<file path="config.mk">
export PLATFORM = sky130hd
export DESIGN_NAME = branch_resolve_unit
export DESIGN_NICKNAME = d
export VERILOG_FILES = /design/src/rtl/branch_resolve_unit.sv
export SDC_FILE = /design/constraint.sdc
export NUM_CORES = 1
export LEC_CHECK = 0
export BUFFER_PORTS_ARGS = -buffer_cell sky130_fd_sc_hd__buf_4
export CAP_MARGIN = 30
export CORE_MARGIN = 2
export CORE_UTILIZATION = 39
export CTS_CLUSTER_SIZE = 16
export DETAILED_ROUTE_END_ITERATION = 16
export SYNTH_ARGS = -nofsm -noshare
export SYNTH_HDL_FRONTEND = slang
export SYNTH_SLANG_ARGS = --single-unit
export TNS_END_PERCENT = 10
</file>
<file path="constraint.sdc">
create_clock -name clk -period 2.6 [get_ports clk]
set_clock_uncertainty 0.15 [all_clocks]
set_input_delay 0.65 -clock clk [delete_from_list [all_inputs] [get_ports clk]]
set_output_delay 0.65 -clock clk [all_outputs]
set_load 0.005 [all_outputs]
</file>
<file path="src/rtl/branch_resolve_unit.sv">
// ============================================================================
//  Module   : branch_resolve_unit
//  Purpose  : Registered branch resolution stage with flag register, 2-bit
//             BHT predictor and saturating branch/mispredict statistics.
//  Revision : 1.0  initial release
// ============================================================================
`default_nettype none

module branch_resolve_unit #(
    parameter int ADDR_W    = 32,
    parameter int BHT_IDX_W = 4,
    parameter int CNT_W     = 16
) (
    input  logic              clk,
    input  logic              rst,
    input  logic              flag_we,
    input  logic              fzero_in,
    input  logic              fsign_in,
    input  logic              fcarry_in,
    input  logic              in_valid,
    output logic              in_ready,
    input  logic [5:0]        opcode,
    input  logic [ADDR_W-1:0] pc,
    input  logic [ADDR_W-1:0] target,
    input  logic [ADDR_W-1:0] rs_val,
    input  logic              pred_taken,
    output logic              out_valid,
    input  logic              out_ready,
    output logic              is_branch,
    output logic              taken,
    output logic [ADDR_W-1:0] next_pc,
    output logic              mispredict,
    output logic              link_we,
    output logic [ADDR_W-1:0] link_data,
    input  logic [ADDR_W-1:0] lookup_pc,
    output logic              lookup_taken,
    output logic [CNT_W-1:0]  branch_count,
    output logic [CNT_W-1:0]  mispred_count
);

    localparam logic [5:0] c_OP_B    = 6'b101000;
    localparam logic [5:0] c_OP_BR   = 6'b100000;
    localparam logic [5:0] c_OP_BL   = 6'b101011;
    localparam logic [5:0] c_OP_BLTZ = 6'b110000;
    localparam logic [5:0] c_OP_BZ   = 6'b110001;
    localparam logic [5:0] c_OP_BNZ  = 6'b110010;
    localparam logic [5:0] c_OP_BCY  = 6'b101001;
    localparam logic [5:0] c_OP_BNCY = 6'b101010;

    localparam int                c_BHT_N   = 1 << BHT_IDX_W;
    localparam logic [ADDR_W-1:0] c_PC_STEP = ADDR_W'(4);
    localparam logic [CNT_W-1:0]  c_CNT_MAX = {CNT_W{1'b1}};
    localparam logic [CNT_W-1:0]  c_CNT_ONE = CNT_W'(1);

    // ------------------------------------------------------------------
    // State
    // ------------------------------------------------------------------
    logic              r_fzero;
    logic              r_fsign;
    logic              r_fcarry;
    logic              r_out_valid;
    logic              r_is_branch;
    logic              r_taken;
    logic [ADDR_W-1:0] r_next_pc;
    logic              r_mispredict;
    logic              r_link_we;
    logic [ADDR_W-1:0] r_link_data;
    logic [CNT_W-1:0]  r_branch_count;
    logic [CNT_W-1:0]  r_mispred_count;
    logic [1:0]        r_bht [0:c_BHT_N-1];

    // ------------------------------------------------------------------
    // Combinational decode and resolution
    // ------------------------------------------------------------------
    logic                 w_accept;
    logic                 w_fzero;
    logic                 w_fsign;
    logic                 w_fcarry;
    logic                 w_is_branch;
    logic                 w_is_cond;
    logic                 w_is_br;
    logic                 w_is_bl;
    logic                 w_taken;
    logic                 w_mispredict;
    logic [ADDR_W-1:0]    w_pc_plus4;
    logic [ADDR_W-1:0]    w_next_pc;
    logic [BHT_IDX_W-1:0] w_upd_idx;
    logic [BHT_IDX_W-1:0] w_lkp_idx;
    logic [1:0]           w_bht_cur;
    logic [1:0]           w_bht_nxt;
    logic                 w_unused_lookup;

    assign in_ready = !r_out_valid || out_ready;
    assign w_accept = in_valid && in_ready;

    // A flag write in the same cycle as the branch is forwarded to it.
    assign w_fzero  = flag_we ? fzero_in  : r_fzero;
    assign w_fsign  = flag_we ? fsign_in  : r_fsign;
    assign w_fcarry = flag_we ? fcarry_in : r_fcarry;

    always_comb begin
        w_is_branch = 1'b0;
        w_is_cond   = 1'b0;
        w_is_br     = 1'b0;
        w_is_bl     = 1'b0;
        w_taken     = 1'b0;
        case (opcode)
            c_OP_B: begin
                w_is_branch = 1'b1;
                w_taken     = 1'b1;
            end
            c_OP_BR: begin
                w_is_branch = 1'b1;
                w_is_br     = 1'b1;
                w_taken     = 1'b1;
            end
            c_OP_BL: begin
                w_is_branch = 1'b1;
                w_is_bl     = 1'b1;
                w_taken     = 1'b1;
            end
            c_OP_BLTZ: begin
                w_is_branch = 1'b1;
                w_is_cond   = 1'b1;
                w_taken     = w_fsign;
            end
            c_OP_BZ: begin
                w_is_branch = 1'b1;
                w_is_cond   = 1'b1;
                w_taken     = w_fzero;
            end
            c_OP_BNZ: begin
                w_is_branch = 1'b1;
                w_is_cond   = 1'b1;
                w_taken     = !w_fzero;
            end
            c_OP_BCY: begin
                w_is_branch = 1'b1;
                w_is_cond   = 1'b1;
                w_taken     = w_fcarry;
            end
            c_OP_BNCY: begin
                w_is_branch = 1'b1;
                w_is_cond   = 1'b1;
                w_taken     = !w_fcarry;
            end
            default: begin
                w_is_branch = 1'b0;
            end
        endcase
    end

    assign w_pc_plus4   = pc + c_PC_STEP;
    assign w_next_pc    = w_taken ? (w_is_br ? rs_val : target) : w_pc_plus4;
    assign w_mispredict = (w_taken != pred_taken);

    // ------------------------------------------------------------------
    // Branch history table
    // ------------------------------------------------------------------
    assign w_upd_idx = pc[BHT_IDX_W+1:2];
    assign w_lkp_idx = lookup_pc[BHT_IDX_W+1:2];
    assign w_bht_cur = r_bht[w_upd_idx];

    always_comb begin
        w_bht_nxt = w_bht_cur;
        if (w_taken) begin
            if (w_bht_cur != 2'b11) w_bht_nxt = w_bht_cur + 2'b01;
        end else begin
            if (w_bht_cur != 2'b00) w_bht_nxt = w_bht_cur - 2'b01;
        end
    end

    // Reads the registered array, so a same-cycle update is not visible yet.
    assign lookup_taken = r_bht[w_lkp_idx][1];

    assign w_unused_lookup = &{1'b0, lookup_pc[ADDR_W-1:BHT_IDX_W+2], lookup_pc[1:0]};

    always_ff @(posedge clk or negedge rst) begin
        if (!rst) begin
            for (int i = 0; i < c_BHT_N; i++) begin
                r_bht[i] <= 2'b01;
            end
        end else if (w_accept && w_is_cond) begin
            r_bht[w_upd_idx] <= w_bht_nxt;
        end
    end

    // ------------------------------------------------------------------
    // Flag register
    // ------------------------------------------------------------------
    always_ff @(posedge clk or negedge rst) begin
        if (!rst) begin
            r_fzero  <= 1'b0;
            r_fsign  <= 1'b0;
            r_fcarry <= 1'b0;
        end else if (flag_we) begin
            r_fzero  <= fzero_in;
            r_fsign  <= fsign_in;
            r_fcarry <= fcarry_in;
        end
    end

    // ------------------------------------------------------------------
    // Result pipeline register
    // ------------------------------------------------------------------
    always_ff @(posedge clk or negedge rst) begin
        if (!rst) begin
            r_out_valid  <= 1'b0;
            r_is_branch  <= 1'b0;
            r_taken      <= 1'b0;
            r_next_pc    <= '0;
            r_mispredict <= 1'b0;
            r_link_we    <= 1'b0;
            r_link_data  <= '0;
        end else if (w_accept) begin
            r_out_valid  <= 1'b1;
            r_is_branch  <= w_is_branch;
            r_taken      <= w_taken;
            r_next_pc    <= w_next_pc;
            r_mispredict <= w_mispredict;
            r_link_we    <= w_is_bl;
            r_link_data  <= w_is_bl ? w_pc_plus4 : '0;
        end else if (out_ready) begin
            r_out_valid  <= 1'b0;
        end
    end

    // ------------------------------------------------------------------
    // Saturating statistics
    // ------------------------------------------------------------------
    always_ff @(posedge clk or negedge rst) begin
        if (!rst) begin
            r_branch_count  <= '0;
            r_mispred_count <= '0;
        end else if (w_accept) begin
            if (w_is_branch && (r_branch_count != c_CNT_MAX)) begin
                r_branch_count <= r_branch_count + c_CNT_ONE;
            end
            if (w_mispredict && (r_mispred_count != c_CNT_MAX)) begin
                r_mispred_count <= r_mispred_count + c_CNT_ONE;
            end
        end
    end

    assign out_valid     = r_out_valid;
    assign is_branch     = r_is_branch;
    assign taken         = r_taken;
    assign next_pc       = r_next_pc;
    assign mispredict    = r_mispredict;
    assign link_we       = r_link_we;
    assign link_data     = r_link_data;
    assign branch_count  = r_branch_count;
    assign mispred_count = r_mispred_count;

endmodule

`default_nettype wire

</file>
== After elaboration in Yosys (flattened, before gate mapping) ==
Index checks and enable logic that the tools add are counted.
Word-level totals
  bits in read-only memories: 0
  logic and storage cells: 91
  memory bits (writable): 0
  bits of input ports: 143
  register bits: 136
  bits in latches: 0
  memories: 0
Operators by class
  equality and inequality tests: 12
  muxes and demuxes: 25
  shifts and indexed selects: 0
  divide/modulo/power cells: 0
  add/sub/neg operators: 5
  bitwise operators: 2
  multiply operators: 0
  $lt $le $gt $ge: 3
  reductions and logical operators: 16
Operators by type and width (number)
  $mux W32: 3
  $eq A6 B6 Y1 const B: 8
  $add A16 B1 Y16 const B: 2
  $add A32 B3 Y32 const B: 1
  $bwmux W32: 1
  $ne A16 B16 Y1 const B: 2
  $bmux W2 S4: 2
  $mux W2: 8
  $ge A5 B5 Y1 const B: 2
  $not A4 Y5: 2
  $mux W1: 9
  $demux W2 S4: 1
  $reduce_or A8 Y1: 1
  $pmux W1 S6: 1
  $logic_and A1 B1 Y1: 5
  $lt A5 B1 Y1 const B: 1
  $reduce_or A5 Y1: 1
  $reduce_and A2 Y1: 2
  $reduce_bool A2 Y1: 2
  $logic_not A1 Y1: 3
  $reduce_or A3 Y1: 1
  $add A2 B1 Y2 const B: 1
  $ne A2 B2 Y1 const B: 1
  $sub A2 B1 Y2 const B: 1
  2 further kinds: 2

== Longest topological paths before layout ==
Gate-level depths: netlist of the first run.
  depth after elaboration: 8
  gate-level depth with buffers: 8

== Worst setup path after synthesis of the first run ==
OpenSTA, ideal clock, no wires.
  kind: in2reg
  start: input pc[2]
  end: register r_bht[15] in the netlist's numbering
  path slack: -0.068 ns
  arrival time: 2.394 ns
  stages: 7
  buffers on the path: 2
  path through: buf_2 > mux4_2 > a22oi_1 > nand3_1 > maj3_2 > buf_6 > mux2_2
Between the ends
  word-level cells in the longest chain between the ends: 8
  elaborated cells between the ends (all ways): 17
RTL lines
  start: declaration: RTL line 23  | input logic [ADDR_W-1:0] pc,
  $not A4 Y5 (implied by the code) (*): RTL line 162, 184
  $bmux W2 S4: RTL line 162  | assign w_bht_cur = r_bht[w_upd_idx];
  $mux W2 (implied by the code) (2 in a row): RTL line 162
  $sub A2 B1 Y2, or another cell as far along: RTL line 169  | if (w_bht_cur != 2'b00) w_bht_nxt = w_bht_cur - 2'b01;
  $mux W2 (on tied branches): RTL line 169, 167
  $mux W2: RTL line 166  | if (w_taken) begin
  $bwmux W32 (*): RTL line 184  | r_bht[w_upd_idx] <= w_bht_nxt;
  end signal: indexed assignment: RTL line 184
  end: declaration: RTL line 70  | logic [1:0] r_bht [0:c_BHT_N-1];
Every way passes the cells marked *; elsewhere a longest branch is shown, timed or not. The select of a mux whose other input is x is not followed.
A chain may end at the register's enable or synchronous reset.

== Worst setup path after layout of the first run ==
  start: register r_bht[7] in the netlist's numbering
  end: output lookup_taken
Between the ends
  word-level cells in the longest chain between the ends: 3
RTL lines
  $bmux W2 S4: RTL line 174  | assign lookup_taken = r_bht[w_lkp_idx][1];
  $mux W2 (implied by the code) (2 in a row): RTL line 174
  end: declaration: RTL line 36  | output logic lookup_taken,
Every way passes these cells. The select of a mux whose other input is x is not followed.

==> impl_metrics.yaml, run 1 <==
sta:
  finalHoldViolCount: 0
  worst_pin_slew_ns: 0.7021
  setup_viol: 1
  fin_crit_sh_pct: 104.8
  fin_setup_tns_ns: -0.1248
  slew_violations: 0
  period_needed_ns: 2.725
  max_freq_mhz: 367.0
  layout_setup_ws_ns: -0.1248
  rsz0062_at_grt: "true"
  whs_ns: 0.003346
  relSlewSlack_pct: 53.19
floorplanning:
  dieArea_um2: 19400
  die_y_um: 139.3
  core-area_um2: 17960
  ios: 246
  placementRows: 49
  die_x_um: 139.3
  start_util_pct: 39.74
clock_network:
  clockBufferDepth: 2
  cts_inserted_buffers: 17
  tritoncts: "built"
  htreeDepth: 4
  cts_root_buffer: "clkbuf_16"
  cts_hold_buf: 0
  clock_sinks: 136
  worst_skew_pair.late_latency_ns: 0.41
  clk_pin_slew_ns: 0.06
setup_path:
  crit_top_cell: "mux4_2"
  r2r_start: "r_fzero"
  critPathBufInv: 1
  critPathSlowestCell: "mux4_2"
  critPathMaxFanout: 3
  path_cells: "mux4_2 > mux4_2 > buf_6"
  cp-startpoint: "r_bht[7]"
  required_ns: 1.80
  crit_type: "reg2out"
  crit_path_end_kind: "output port"
  cpPeakStageDelay_ns: 0.51
  path_delay_family: "multiplexers"
  startpoint_type: "flip-flop"
  cp_data_arrival_time_ns: 1.92
synth:
  yosys_register_bits: 136
  synth_adder_area_share_pct: 1.507
  yosysTopAreaCell: "dfrtp_1"
  yosysSeqAreaShare_pct: 47.95
  yosys_warnings: 0
  synth_compound_area_share_pct: 8.517
  synthMuxAreaShare_pct: 15.95
  netlist_instances: 683
  synth_edf_count: 0
  synth_top_family_by_area: "simple AND/OR/NAND/NOR gates"
  netlist_area_um2: 7139
  yosysTopAreaCellShare_pct: 42.06
  synth_area_leaders: "dfrtp_1 (42%), mux2_2 (9.1%), dfstp_2 (5.9%), nand2_1 (5.4%), o21ai_0 (5.0%)"
  syn_nets: 832
  avgSynthCellArea_um2: 10.45
  synthSimpleGateAreaFrac_pct: 16.30
  synthFlopType: "dfrtp_1"
  synth-async-reset-ratio_pct: 100.0
  ys_types: 43
  synthXorXnorAreaFrac_pct: 7.238
  ys_top_cells_by_count: "dfrtp_1 (120), nand2_1 (102), o21ai_0 (72), mux2_2 (58), xnor2_1 (35)"
  post-synth-top-count-cell: "dfrtp_1"
cells_and_area:
  num_antenna_cells: 0
  final_nets: 1093
  final_area_um2: 10070
  syn_to_final_growth_pct: 41.03
  drive_above_1_share_pct: 41.48
  utilization_pct: 56.05
detailed_routing:
  ant_nets: 0
  wl_per_cell_um: 16.84
  drcViolationCount: 0
  wirelength_um: 19970
  vias: 6061
  first_pass_iters: 4
  vias_per_cell: 5.110
  drt_iter0_drc: 300
grt:
  track_usage_pct: 20.96
  antenna_found_initial: 0
  overflow: 0
  grt_first_pass_wirelength_um: 32420
  grt_pass1_vias: 6115
  grt_max_degree: 61
power_and_ir_drop:
  p_sw_mw: 1.458
  ir_drop_uv: 478.3
  p_int_mw: 4.519
  p_total_mw: 5.977
  p_leak_nw: 4.878
  seqPwrFrac_pct: 40.1
  combPwrFrac_pct: 15.7
  clockPowerShare_pct: 44.2
  swShare_pct: 24.39
  p_per_area_nw_per_um2: 593.6
placed_design:
  dp_hpwl_um: 14890
  gp_congestion: 0.8055
  dpl_cell_area_um2: 9403
  portBuffers: 217
status:
  status: "complete, but fails checks"
  violations: "negative setup slack"
hold_path:
  hold_path_class: "in2async"
flow_run:
  max_cap_violations: 0
## routing by layer
| layer | wire length (um) | track usage (%) |
|---|---|---|
| met5 | 0 | 0 |
| met4 | 274 | 6.061 |
| met3 | 923 | 4.095 |
| met2 | 9910 | 34.88 |
| met1 | 8866 | 27.97 |
## state kept, by name (all words and copies together) (netlist names)
signal	count
out_valid	1
mispredict	1
is_branch	1
next_pc	32
r_fzero	1
r_fcarry	1
r_bht	32
link_we	1
taken	1
branch_count	16
mispred_count	16
link_data	32
r_fsign	1
## worst paths after layout
check | end | slack [ns] | depth (start not counted)
hold / removal | out_valid | 0.003 | 1
setup / recovery | lookup_taken | -0.12 | 3
max in group asynchronous | r_bht[30] | 1.63 | 2
setup reg to reg | r_bht[29] | 0.11 | 7
hold reg to reg | next_pc[19] | 0.33 | 1
min in group clk | link_data[1] | 0.31 | 2
## layout by cell type, fill, tap and decap left out, drive strengths merged, types with 5 or more instances in the layout
cell    count
nor4        7
nand4      18
dfrtp     120
o21ai      72
and3       12
nor2       24
mux4       14
nor3       17
nand2     102
bufinv      5
a21oi      17
a21o        6
nand2b      5
mux2       58
ha          6
nand3      27
nor3b       5
and4        7
clkbuf     20
buf       272
dfstp      16
mux2i      17
xor2       24
and2       10
xnor2      35
inv        13
## worst register-to-register path: stages, from the launching register on
cell,delay [ns]
dfrtp_1,0.37
mux4_2,0.46
and4b_1,0.23
a211oi_4,0.21
buf_4,0.18
inv_2,0.05
maj3_4,0.42
mux2_2,0.30
## power groups by stage
stage,logic (mW),registers (mW),clock network (mW)
2_1_floorplan,0.347,2.43,0
3_5_place_dp,0.948,2.43,0
4_1_cts,0.951,2.40,2.71
5_1_grt,1.04,2.42,2.82
3_3_place_gp,0.937,2.43,0
6_report,0.937,2.40,2.64
## stage by stage
step | instances | worst slack [ns]
after floorplan | 683 | -0.05471
after global placement | 1153 | -0.3107
after detailed placement | 1153 | -0.3361
after CTS | 1186 | -0.1379
after global routing | 1186 | -0.1703
final | 1186 | -0.1248
## kinds of logic after synthesis
group	after synthesis
AO/OA/AOI/OAI	108
XOR/XNOR	59
adder cells (fa/ha/maj)	9
buffers and inverters	42
flip-flops	136
multiplexers	89
AND/OR/NAND/NOR	240
## area by class of cell
type,count,area [um^2]
clock buffer,20,446.7
clock inverter,12,197.7
fill,1642,7895
inverter,12,45.04
multi-input combinational,505,3550
sequential,136,3423
tap,229,286.5
timing repair buffer,272,2120
## what timing repair did
item,4_1_cts,5_1_grt
setup buffers,1,0
endpoints found under the setup margin,1,15
resized for setup,2,2
cloned,0,0
endpoints found under the hold margin,0,0
Power figures use the tool's default switching activity.
==> inputs of run 2 (changes only) <==
--- a/config.mk
+++ b/config.mk
@@ -11,6 +11,8 @@
 export CORE_UTILIZATION = 39
 export CTS_CLUSTER_SIZE = 16
 export DETAILED_ROUTE_END_ITERATION = 16
+export GPL_TIMING_DRIVEN = 0
+export PLACE_DENSITY = 0.7
 export SYNTH_ARGS = -nofsm -noshare
 export SYNTH_HDL_FRONTEND = slang
 export SYNTH_SLANG_ARGS = --single-unit
==> run 2 against run 1 <==
The run still ends with negative setup slack left. Sequential power about the same. Fmax shrank 1.0%. Cell count is 1.8% lower. Worst setup slack worse by 0.028 ns. Global-route usage rose by 1.8 points. Utilization is 1.2 points lower. Design area decreased by 2.2%. Largest cell class unchanged. Largest power group unchanged.
==> impl_metrics.yaml, run 2 (synthesis results as in run 1) <==
placed_design:
  portBuffers: 217
  dp_hpwl_um: 16490
  gp_congestion: 0.8725
grt:
  grt.busiest_layer: "met2"
  globalRouteMet2Util_pct: 37.25
  gr-usage-met3_pct: 5.196
  track_usage_pct: 22.74
  antenna_found_initial: 0
  grt_first_pass_wirelength_um: 34130
  grt_pass1_vias: 6155
  use_met1_pct: 29.96
  grt_max_degree: 77
  overflow: 0
detailed_routing:
  vias_per_cell: 5.311
  first_pass_iters: 4
  drcViolationCount: 0
  drt_iter0_drc: 367
  ant_nets: 0
  vias: 6187
  wirelength_um: 21910
  wl_per_cell_um: 18.81
sta:
  layout_setup_ws_ns: -0.1526
  fin_crit_sh_pct: 105.9
  rsz0062_at_grt: "true"
  finalHoldViolCount: 0
  worst_pin_slew_ns: 0.8038
  period_needed_ns: 2.753
  slew_violations: 0
  max_freq_mhz: 363.3
  relSlewSlack_pct: 46.42
  setup_viol: 26
cells_and_area:
  drive_above_1_share_pct: 38.68
  utilization_pct: 54.83
  final_common_cell: "buf_4"
  final_nets: 1072
  regArea_um2: 3423
  fillers: 1651
  syn_to_final_growth_pct: 37.96
  multiInputGateArea_um2: 3576
  layout_common_cells: "buf_4 (219), dfrtp_1 (120), nand2_1 (101)"
  num_antenna_cells: 0
power_and_ir_drop:
  clockPowerShare_pct: 45.3
  ir_drop_uv: 473.6
  seqPwrFrac_pct: 39.3
  p_per_area_nw_per_um2: 620.7
  p_leak_nw: 4.705
  p_sw_mw: 1.515
  p_int_mw: 4.598
  swShare_pct: 24.79
  p_total_mw: 6.114
  combPwrFrac_pct: 15.3
setup_path:
  crit_top_cell: "mux4_2"
  cp_data_arrival_time_ns: 1.95
  crit_path_end_kind: "output port"
  worstRegToRegCells: 7
  critPathSlowestCell: "mux4_2"
  cp-startpoint: "r_bht[1]"
  critPathMaxFanout: 3
  r2r_start: "r_fsign"
  required_ns: 1.80
  startpoint_type: "flip-flop"
  crit_type: "reg2out"
  cpPeakStageDelay_ns: 0.51
  reg2reg_slack_ns: -0.08
  path_cells: "mux4_2 > mux4_2 > buf_6"
flow_run:
  max_cap_violations: 0
clock_network:
  tritoncts: "built"
  clock_sinks: 136
  cts_hold_buf: 0
  clockBufferDepth: 2
  cts_root_buffer: "clkbuf_16"
  clk_pin_slew_ns: 0.06
  cts_inserted_buffers: 17
  htreeDepth: 4
  worst_skew_pair.late_latency_ns: 0.42
status:
  status: "complete, but fails checks"
  violations: "negative setup slack"
floorplanning:
  core-area_um2: 17960
  dieArea_um2: 19400
  ios: 246
  placementRows: 49
  die_y_um: 139.3
  start_util_pct: 39.74
  die_x_um: 139.3
hold_path:
  hold_path_class: "in2async"
[run 2: cell types whose count changed in the layout (fill, tap and decap cells not counted), sizes merged]
cell      before  now
buf          272  231
clkbuf        20   41
clkinv         4    3
bufinv         5    6
clkinvlp       2    1
[run 2: repair_timing]
action	in CTS	in global routing
pin swaps	2	1
cloned	0	0
endpoints found under the setup margin	52	59
endpoints found under the hold margin	0	0
gates resized for setup	8	15
setup buffers	0	3
[run 2: final cells by class]
| class | count | area share (%) |
|---|---|---|
| flip-flops and latches | 136 | 34.76 |
| well taps | 229 | 2.909 |
| clock inverters | 11 | 2.223 |
| multi-input cells | 505 | 36.31 |
| inverters | 12 | 0.4827 |
| repair buffers | 221 | 17.10 |
| clock buffers | 21 | 4.573 |
| plain buffers | 30 | 1.651 |
[run 2: path summary, 6_finish.rpt]
kind                                      to
setup / recovery                lookup_taken
hold reg to reg                 link_data[4]
setup reg to reg                   r_bht[27]
hold / removal             mispred_count[14]
min in group clk                   out_valid
max in group asynchronous          r_bht[14]
[run 2: worst max-delay path, delay by kind of cell (launching register included)]
| kind | cells | cell delay, ns |
|---|---|---|
| buffers and inverters | 1 | 0.13 |
| DFF | 1 | 0.39 |
| muxes | 2 | 1.01 |
[run 2: per-stage QoR]
stage	setup TNS (ns)	hold WS [ns]	worst slack [ns]	cell area, um^2	cells
global route	-3.372	0.1549	-0.1813	9849	1165
detailed placement	-40.55	0.3195	-0.8460	9089	1130
CTS	-1.130	0.1386	-0.1514	9774	1162
floorplan	-0.7885	0.2044	-0.05471	7142	683
finish	-1.322	0.1134	-0.1526	9849	1165
global placement	-37.61	0.3101	-0.7835	9057	1129
[run 2: power groups by stage]
stage	Sequential, mW	Combinational (mW)	Clock (mW)
floorplan	2.43	0.347	0
global placement	2.43	0.910	0
detailed placement	2.44	0.932	0
CTS	2.40	0.936	2.81
global route	2.43	1.03	2.93
finish	2.41	0.936	2.77
[run 2: layer usage]
metal  vias to the layer above  wire length [um]
li1                       2915                 -
met1                      3058              9717
met2                       187             10650
met3                        27              1062
met4                         0               481
met5                         -                 0
